**src/rtl/cpu_types_pkg.sv**
```systemverilog
// rtl/cpu_types_pkg.sv - shared CPU datapath types for the data-memory path
package cpu_types_pkg;

  typedef logic [31:0] word_t;
  typedef logic [29:0] waddr_t;

  typedef enum logic [1:0] {
    FREE   = 2'd0,
    BUSY   = 2'd1,
    ACCESS = 2'd2,
    ERROR  = 2'd3
  } ramstate_t;

  // Link tracking works on word granularity, so byte offsets never matter.
  function automatic waddr_t wordAddr(input word_t a);
    return a[31:2];
  endfunction

endpackage

```
**src/rtl/link_reg.sv**
```systemverilog
// rtl/link_reg.sv - LL/SC reservation: one word address plus a valid bit
module link_reg
  import cpu_types_pkg::*;
(
  input  logic   CLK,
  input  logic   RST,
  input  logic   set,
  input  waddr_t setAddr,
  input  logic   clear,
  input  logic   wrEn,
  input  waddr_t wrAddr,
  input  logic   snoop,
  input  waddr_t snoopAddr,
  input  waddr_t queryAddr,
  output logic   valid,
  output logic   hit
);

  waddr_t linkAddr;

  always_ff @(posedge CLK or posedge RST) begin
    if (RST) begin
      valid    <= 1'b0;
      linkAddr <= '0;
    end else if (set) begin
      // A snoop to the very word being reserved wins over the new reservation.
      linkAddr <= setAddr;
      valid    <= !(snoop && (snoopAddr == setAddr));
    end else if (clear || (wrEn && (wrAddr == linkAddr)) ||
                 (snoop && (snoopAddr == linkAddr))) begin
      valid <= 1'b0;
    end
  end

  assign hit = valid && (linkAddr == queryAddr);

endmodule

```
**src/rtl/dmem_responder.sv**
```systemverilog
// rtl/dmem_responder.sv - M-stage data request to RAM bridge with LL/SC support
module dmem_responder
  import cpu_types_pkg::*;
(
  input  logic      CLK,
  input  logic      RST,
  input  logic      dREN,
  input  logic      dWEN,
  input  logic      datomic,
  input  word_t     daddr,
  input  word_t     dstore,
  output logic      dhit,
  output word_t     dload,
  output logic      ramREN,
  output logic      ramWEN,
  output word_t     ramaddr,
  output word_t     ramstore,
  input  word_t     ramload,
  input  ramstate_t ramstate,
  input  logic      snoopvalid,
  input  word_t     snoopaddr
);

  typedef enum logic [1:0] {
    IDLE  = 2'd0,
    READ  = 2'd1,
    WRITE = 2'd2,
    RESP  = 2'd3
  } state_t;

  state_t state, nextState;

  logic   loadEn;
  word_t  loadVal;
  logic   linkSet;
  logic   linkClear;
  logic   linkWrEn;
  logic   linkValid;
  logic   linkHit;

  link_reg uLink (
    .CLK       (CLK),
    .RST       (RST),
    .set       (linkSet),
    .setAddr   (wordAddr(daddr)),
    .clear     (linkClear),
    .wrEn      (linkWrEn),
    .wrAddr    (wordAddr(daddr)),
    .snoop     (snoopvalid),
    .snoopAddr (wordAddr(snoopaddr)),
    .queryAddr (wordAddr(daddr)),
    .valid     (linkValid),
    .hit       (linkHit)
  );

  always_ff @(posedge CLK or posedge RST) begin
    if (RST) begin
      state <= IDLE;
      dload <= '0;
    end else begin
      state <= nextState;
      if (loadEn) dload <= loadVal;
    end
  end

  always_comb begin
    nextState = state;
    loadEn    = 1'b0;
    loadVal   = '0;
    linkSet   = 1'b0;
    linkClear = 1'b0;
    linkWrEn  = 1'b0;
    ramREN    = 1'b0;
    ramWEN    = 1'b0;
    ramaddr   = '0;
    ramstore  = '0;
    dhit      = 1'b0;

    case (state)
      IDLE: begin
        if (dREN) begin
          nextState = READ;
        end else if (dWEN) begin
          if (!datomic || linkHit) begin
            nextState = WRITE;
          end else begin
            // SC without a live reservation fails without touching RAM.
            nextState = RESP;
            loadEn    = 1'b1;
            loadVal   = '0;
          end
        end
      end

      READ: begin
        if (!dREN) begin
          nextState = IDLE;
        end else begin
          ramREN  = 1'b1;
          ramaddr = daddr;
          if (ramstate == ACCESS) begin
            nextState = RESP;
            loadEn    = 1'b1;
            loadVal   = ramload;
            linkSet   = datomic;
          end
        end
      end

      WRITE: begin
        if (!dWEN) begin
          nextState = IDLE;
        end else begin
          ramWEN   = 1'b1;
          ramaddr  = daddr;
          ramstore = dstore;
          if (ramstate == ACCESS) begin
            nextState = RESP;
            loadEn    = 1'b1;
            loadVal   = {31'b0, datomic};
            linkWrEn  = 1'b1;
            linkClear = datomic && linkValid;
          end
        end
      end

      RESP: begin
        dhit      = 1'b1;
        nextState = IDLE;
      end

      default: nextState = IDLE;
    endcase
  end

endmodule

```
**config.mk**
```make
export PLATFORM = sky130hd
export DESIGN_NAME = dmem_responder
export DESIGN_NICKNAME = d
export VERILOG_FILES = /design/src/rtl/cpu_types_pkg.sv /design/src/rtl/link_reg.sv /design/src/rtl/dmem_responder.sv
export SDC_FILE = /design/constraint.sdc
export NUM_CORES = 1
export LEC_CHECK = 0
export ABC_CLOCK_PERIOD_IN_PS = 3650
export CAP_MARGIN = 20
export CORE_ASPECT_RATIO = 0.8
export CORE_MARGIN = 3
export CORE_UTILIZATION = 43
export CTS_BUF_LIST = sky130_fd_sc_hd__clkbuf_16
export CTS_CLUSTER_DIAMETER = 200
export CTS_CLUSTER_SIZE = 16
export DETAILED_ROUTE_END_ITERATION = 8
export PLACE_DENSITY = 0.88
export SYNTH_ARGS = -nofsm -noshare
export SYNTH_HDL_FRONTEND = slang
export SYNTH_SLANG_ARGS = --single-unit
```
**constraint.sdc**
```tcl
create_clock -name CLK -period 3.65 [get_ports CLK]
set_input_delay 0.73 -clock CLK [delete_from_list [all_inputs] [get_ports CLK]]
set_output_delay 0.73 -clock CLK [all_outputs]
set_load 0.005 [all_outputs]
```
-- Word-level counts from Yosys, hierarchy flattened
Cells that the tools add are included.
- equal/unequal tests: 9
- reductions and logical operators: 12
- muxes and demuxes: 38
- operators by type and width (operator ; count):
    2-to-1 mux 32 bit ; 6
    one-hot mux 32 bit (2 select lines) ; 2
    == test 30 bit ; 4
    2-to-1 mux 1 bit ; 23
    2-to-1 mux 2 bit ; 5
    one-hot mux 2 bit (4 select lines) ; 1
    == test 2 bit, second input constant ; 3
    logical AND 1 bit ; 5
    logical OR 1 bit ; 3
    inequality test 3 bit, second input constant ; 1
    one-hot mux 1 bit (3 select lines) ; 1
    == test 2 x 1 -> 1 bit, second input constant ; 1
    zero test 1 bit ; 2
    zero test 2 bit ; 1
    nonzero test 2 bit ; 1
- register bits after elaboration: 65
- logic and storage cells: 63
- output and inout port bits: 99
- input bits: 136

-- Logic depth before layout (Yosys ltp)
Gate-level depths: netlist of the first run.
- depth in word-level cells: 9
- depth in mapped cells: 9
- gate-level depth less buffers: 8

-- Modules after synthesis
Synthesis of the first run repeated with hierarchy kept, for this count alone.
- cell total of the unflattened synthesis: 473
- area total of the unflattened synthesis: 4657.0 um2
- modules (own cells, without submodules) (module ; area each (um2) ; cells an instance ; instances):
    link_reg ; 2451.1 ; 228 ; 1
    dmem_responder ; 2205.9 ; 245 ; 1

-- Worst setup path before layout of the first run
No wires, ideal clock.
- path type: input port to output port
- start point: input port dREN
- end point: output port ramaddr[0]
- arrival time: 1.673 ns
- stages on the path: 5
- data required time: 2.920 ns
- slack: 1.247 ns
- cell sequence: and2_1 or2_2 buf_2 clkbuf_1 and3_1
- longest elaborated chain between the ends: 2
- ends and longest elaborated chain (what ; line ; RTL):
    from (decl) ; dmem_responder.sv:7 ; input logic dREN,
    2-to-1 mux 32 bit ; dmem_responder.sv:96 ; if (!dREN) begin
    one-hot mux 32 bit (2 select lines) ; dmem_responder.sv:79 ; case (state)
    to (decl) ; dmem_responder.sv:16 ; output word_t ramaddr,
Every way passes these cells.

-- Final worst setup path of the first run
- start point: input port dREN
- end point: output port ramaddr[22]
The elaborated chain is that of the path after synthesis.

==> out/metrics.csv, run 1 <==
metric,value,unit
clock-sinks,65,
cts-root-buf,clkbuf_16,
status,"complete, no violations",
grt_pass1_vias,4446,
die_w,118,um
p_leak,0.00303,uW
slowest_stage,clkdlybuf4s50_1,
hpwlAfterDp,11400,um
cts_hold_buffers,0,
place_inst,793,
viasPerCell,5.31,
rr_startpoint,state[1],
rows,32,
critPathLaunchType,input pin,
grt_pass1_wl,22900,um
antenna_left,0,
cts_htree_levels,3,
skew,10.5,ps
hp-start,dload[2],
place_ws,182,ps
end_kind,output pin,
die_y,95.6,um
path_class,input pin to output pin,
worst_slack,105,ps
clkTransAtPathRegs,60,ps
ioPinCount,235,
synth_cell_types,36,
worst_pin_slew,841,ps
min_path_cells,2,
gp_congestion,0.931,
regToRegEndpoint,dload[24],
period_minus_slack,3550,ps
clockBufferDepth,2,
slew_viol_final,0,
vias,4294,
num_antenna_cells,0,
yosys_warnings,0,
rsz0062_at_grt,false,
relSlewSlack,43.9,%
initial_core_util,44.5,%
seq_area_frac_synth,37.7,%
post_cts_buffers,0,
maxCapViolCount,0,
powerDensity,604,nW/um2
antenna_found_initial,0,
final_hold_viol_count,0,
post_cts_resized,0,
syn_nets,586,
insertion_delay,330,ps
worst_ir_drop_vdd,0.339,mV
min_to,dload[2],
syn2layout_area_growth,63.4,%
grt_use_total,25.4,%
cp_common_cell,clkdlybuf4s50_1,
setup-tns-final,0,ps
hp-class,register to register,
path_max_fanout,35,
layout.cells.non_filler,809,
crit_path_max_incr_delay,540,ps
worst_ep_required_time,2920,ps
syn_inst,445,
syn_area,4310,um2
die_area,11300,um2
coreArea,9690,um2
r2r_cells,7,
cts_tree,done,
wl_per_cell,18.1,um
arrival,2820,ps
avgSynthCellArea,9.69,um2
dr.pass1.iters,4,
max_freq,282,MHz
grt-ovfl-total,0,
rrSetupSlack,1220,ps
total_power,4260,uW
layout-drive-gt1-share,9.06,%
finalSetupViolations,0,
cts_made_buffers,9,
nNetsFinal,810,
ys_ff_latch,65,
path_cells,clkdlybuf4s50_1 -> and2_1 -> or2_2 -> and3_1 -> clkdlybuf4s50_1,
drt_iter0_markers,192,
wl,14600,um
finalCritPeriodShare,97.1,%
grt_max_degree,36,
io_buffers,232,
drc,0,
## layout by cell type (no fill, tap or decap), types with 2 or more instances in the layout
master             n
clkinvlp_4         2
nand2_1           37
nor2_1             5
clkbuf_16          9
nand4_1           12
nor4_1            13
dfrtp_1           65
clkdlybuf4s50_1  232
nor2b_1            2
o21ai_0           32
bufinv_16          2
a22oi_1           32
xnor2_1           38
inv_1              3
and3_1            65
buf_4              9
mux2_2            30
a2111oi_0          2
nand3_1            2
and2_1             4
xor2_1            52
ha_1               5
## power by group
| part | leakage [uW] | internal, uW | switching [uW] |
|---|---|---|---|
| combinational | 0.00204 | 1130 | 833 |
| clock | 0.000148 | 597 | 326 |
| sequential | 0.000835 | 1050 | 323 |
| total | 0.00303 | 2780 | 1480 |
## registers in the layout, indices dropped and copies added (netlist names)
register        count
dload              32
state               2
uLink.linkAddr     30
uLink.valid         1
## cells in the mapped netlist
library cell   instances  area, um2
o21ai_1                1       5.00
inv_1                  4       15.0
ha_1                   5       62.6
nand4_1               12       75.1
nand4b_1               1       8.76
nor4_2                 1       12.5
xnor2_1               38        333
nor2b_1                2       12.5
nand3_1                2       10.0
a21oi_1                1       5.00
o41a_1                 1       11.3
mux2_2                30        338
a22oi_1               32        240
nor3b_1                2       15.0
dlygate4sd3_1          1       10.0
clkbuf_1              16       60.1
o21ai_0               32        160
nand2_1               37        139
and3_1                65        407
o32a_1                 1       10.0
a2111oi_0              2       17.5
buf_2                  5       25.0
or4_1                  1       7.51
nor4_1                13       81.3
clkbuf_8               4       55.1
nor2_1                 6       22.5
and2_1                 4       25.0
a41oi_1                1       8.76
and4_4                 1       11.3
xor2_1                52        455
or2_2                  1       6.26
dfrtp_1               65       1630
o22a_1                 1       8.76
mux2i_1                1       10.0
clkbuf_2               3       15.0
a211oi_1               1       7.51
## worst max-delay path: cells and delay by family
family                 cells  cell delay, ps
and+or+nand+nor            3            1000
buffers and inverters      2            1070
## metal layers
metal / GRT usage, % / up-vias / routed length [um]
met2: 46.0 / 163 / 7420
met4: 7.22 / 0 / 226
li1: - / 2045 / -
met3: 5.46 / 19 / 780
met1: 30.9 / 2067 / 6180
met5: 0 / - / 0
## per-stage QoR
stage / utilization (%) / instance area, um2 / hold slack [ps]
floorplan: - / 4310 / 515
global placement: 69.3 / 6720 / 523
detailed placement: 69.3 / 6720 / 531
CTS: 72.6 / 7030 / 547
global route: 72.7 / 7050 / 580
finish: 72.7 / 7050 / 543
## layout make-up
cell class	instances	area, um2
inverters	4	15.0
flip-flops and latches	65	1630
repair buffers	242	2400
clock inverters	6	92.6
well taps	136	170
multi-input cells	347	2510
fillers	720	2640
clock buffers	9	225
## cell families (layout without fill, tap and decap cells)
group / Yosys count / count (layout) / share of synthesized area (%)
and+or+nand+nor: 148 / 148 / 19.3
adders and majority gates: 5 / 5 / 1.45
xor gates and xnor gates: 90 / 90 / 18.3
DFF: 65 / 65 / 37.7
AOI/OAI and AO/OA: 73 / 73 / 11.0
muxes: 31 / 31 / 8.06
buffers and inverters: 33 / 261 / 4.18
## how the worst max path moves through the flow
| stage | startpoint | end | depth (start not counted) |
|---|---|---|---|
| floorplan | dREN | ramaddr[0] | 5 |
| detailed placement | dREN | ramaddr[22] | 5 |
| finish | dREN | ramaddr[22] | 5 |
| global route | dREN | ramaddr[19] | 5 |
| CTS | dREN | ramaddr[22] | 5 |
| global placement | dREN | ramaddr[14] | 5 |
(Power assumes the default switching activity.)
==> inputs of run 2 (changes only) <==
Settings changed: CORE_MARGIN 3 to 4.
==> out/metrics.csv, run 2 (same netlist as run 1, synthesis figures left out) <==
metric,value,unit,change
status,"complete, no violations",,unchanged
finalCritPeriodShare,96.8,%,was 97.1%
clock-sinks,65,,unchanged
cts_htree_levels,3,,unchanged
hp-class,register to register,,unchanged
cts_made_buffers,9,,unchanged
num_antenna_cells,0,,unchanged
drt_iter0_markers,171,,was 192
nNetsFinal,808,,was 810
fin_util,71.8,%,was 72.7%
relSlewSlack,42.7,%,was 43.9%
dr.pass1.iters,4,,unchanged
vias,4342,,"was 4,294"
antenna_left,0,,unchanged
io_buffers,232,,unchanged
ioPinCount,235,,unchanged
cts-root-buf,clkbuf_16,,unchanged
cts_tree,done,,unchanged
initial_core_util,44.3,%,was 44.5%
grt_use_total,24.4,%,was 25.4%
final_hold_viol_count,0,,unchanged
setup-tns-final,0,ps,unchanged
antenna_found_initial,0,,unchanged
final_common_cell,clkdlybuf4s50_1,,unchanged
max_freq,283,MHz,was 282 MHz
worst_pin_slew,860,ps,was 841 ps
p_leak,0.00301,uW,was 0.00303 uW
hpwlAfterDp,11700,um,"was 11,400 um"
clockBufferDepth,2,,unchanged
use_met3,4.89,%,was 5.46%
path_max_fanout,35,,unchanged
grt-ovfl-total,0,,unchanged
gp_congestion,0.889,,was 0.931
rows,32,,unchanged
coreArea,9730,um2,was 9690 um2
grt_pass1_vias,4322,,"was 4,446"
arrival,2800,ps,was 2820 ps
busiest_layer,met2,,unchanged
rrSetupSlack,1180,ps,was 1220 ps
slew_viol_final,0,,unchanged
maxCapViolCount,0,,unchanged
grt_use_met2,41.9,%,was 46.0%
path_class,input pin to output pin,,unchanged
die_w,120,um,was 118 um
wl,14900,um,"was 14,600 um"
post_cts_buffers,0,,unchanged
drc,0,,unchanged
rsz0062_at_grt,false,,unchanged
clkTransAtPathRegs,50,ps,was 60 ps
layout-drive-gt1-share,8.20,%,was 9.06%
largest_reg_flops,32,,unchanged
insertion_delay,310,ps,was 330 ps
end_kind,output pin,,unchanged
syn2layout_area_growth,61.9,%,was 63.4%
grt_pass1_wl,23100,um,"was 22,900 um"
total_power,4150,uW,was 4260 uW
viasPerCell,5.38,,was 5.31
cts_hold_buffers,0,,unchanged
die_area,11700,um2,"was 11,300 um2"
skew,4.61,ps,was 10.5 ps
worst_ep_required_time,2920,ps,about the same
finalSetupViolations,0,,unchanged
regMostFlops,dload,,unchanged
period_minus_slack,3530,ps,was 3550 ps
layout_common_cells,"clkdlybuf4s50_1, and3_1, dfrtp_1",,unchanged
reg.largest.list,"dload (32), uLink.linkAddr (30), state (2)",,unchanged
worst_ir_drop_vdd,0.325,mV,was 0.339 mV
grt_max_degree,66,,was 36
powerDensity,594,nW/um2,was 604 nW/um2
use_met1,31.2,%,was 30.9%
critPathLaunchType,input pin,,unchanged
wl_per_cell,18.5,um,was 18.1 um
die_y,97.6,um,was 95.6 um
post_cts_resized,0,,unchanged
[run 2: final timing paths]
| path | from | to | cells past startpoint |
|---|---|---|---|
| max | dREN | ramaddr[12] | 5 |
| min | dload[2] | dload[2] | 2 |
| max reg2reg | state[1] | uLink.valid | 9 |
| min reg2reg | dload[2] | dload[2] | 2 |
| max in group asynchronous | RST | uLink.linkAddr[14] | 3 |
| min in group asynchronous | RST | uLink.linkAddr[11] | 3 |
[run 2: worst max-delay path, cell delays in order]
cell and delay, ps:
clkdlybuf4s50_1 550, and2_1 240, or2_2 500, and3_1 240, clkdlybuf4s50_1 530
[run 2: layout make-up]
class                      instances  area (um2)
clock inverter                     6        53.8
inverter                           4        15.0
clock buffer                       9         225
tap                              136         170
multi-input combinational        347        2510
timing repair buffer             240        2380
fill                             753        2750
sequential                        65        1630
[run 2: report_power, final]
| group | switching (uW) | internal, uW |
|---|---|---|
| combinational | 844 | 1130 |
| clock | 294 | 516 |
| sequential | 321 | 1050 |
[run 2: through the flow]
stage | std cells | cell area, um2 | setup slack [ps] | hold slack, ps
6_report | 807 | 6980 | 118 | 543
5_1_grt | 807 | 6980 | 39.2 | 552
4_1_cts | 807 | 6980 | 161 | 542
3_5_place_dp | 792 | 6710 | 168 | 535
3_3_place_gp | 792 | 6710 | 266 | 521
2_1_floorplan | 445 | 4310 | 1250 | 515
[run 2: metal layers]
metal | share of wire, % | vias up
met3 | 7.0 | 25
li1 | - | 2039
met5 | 0 | -
met1 | 41 | 2108
met2 | 49 | 170
met4 | 2.1 | 0
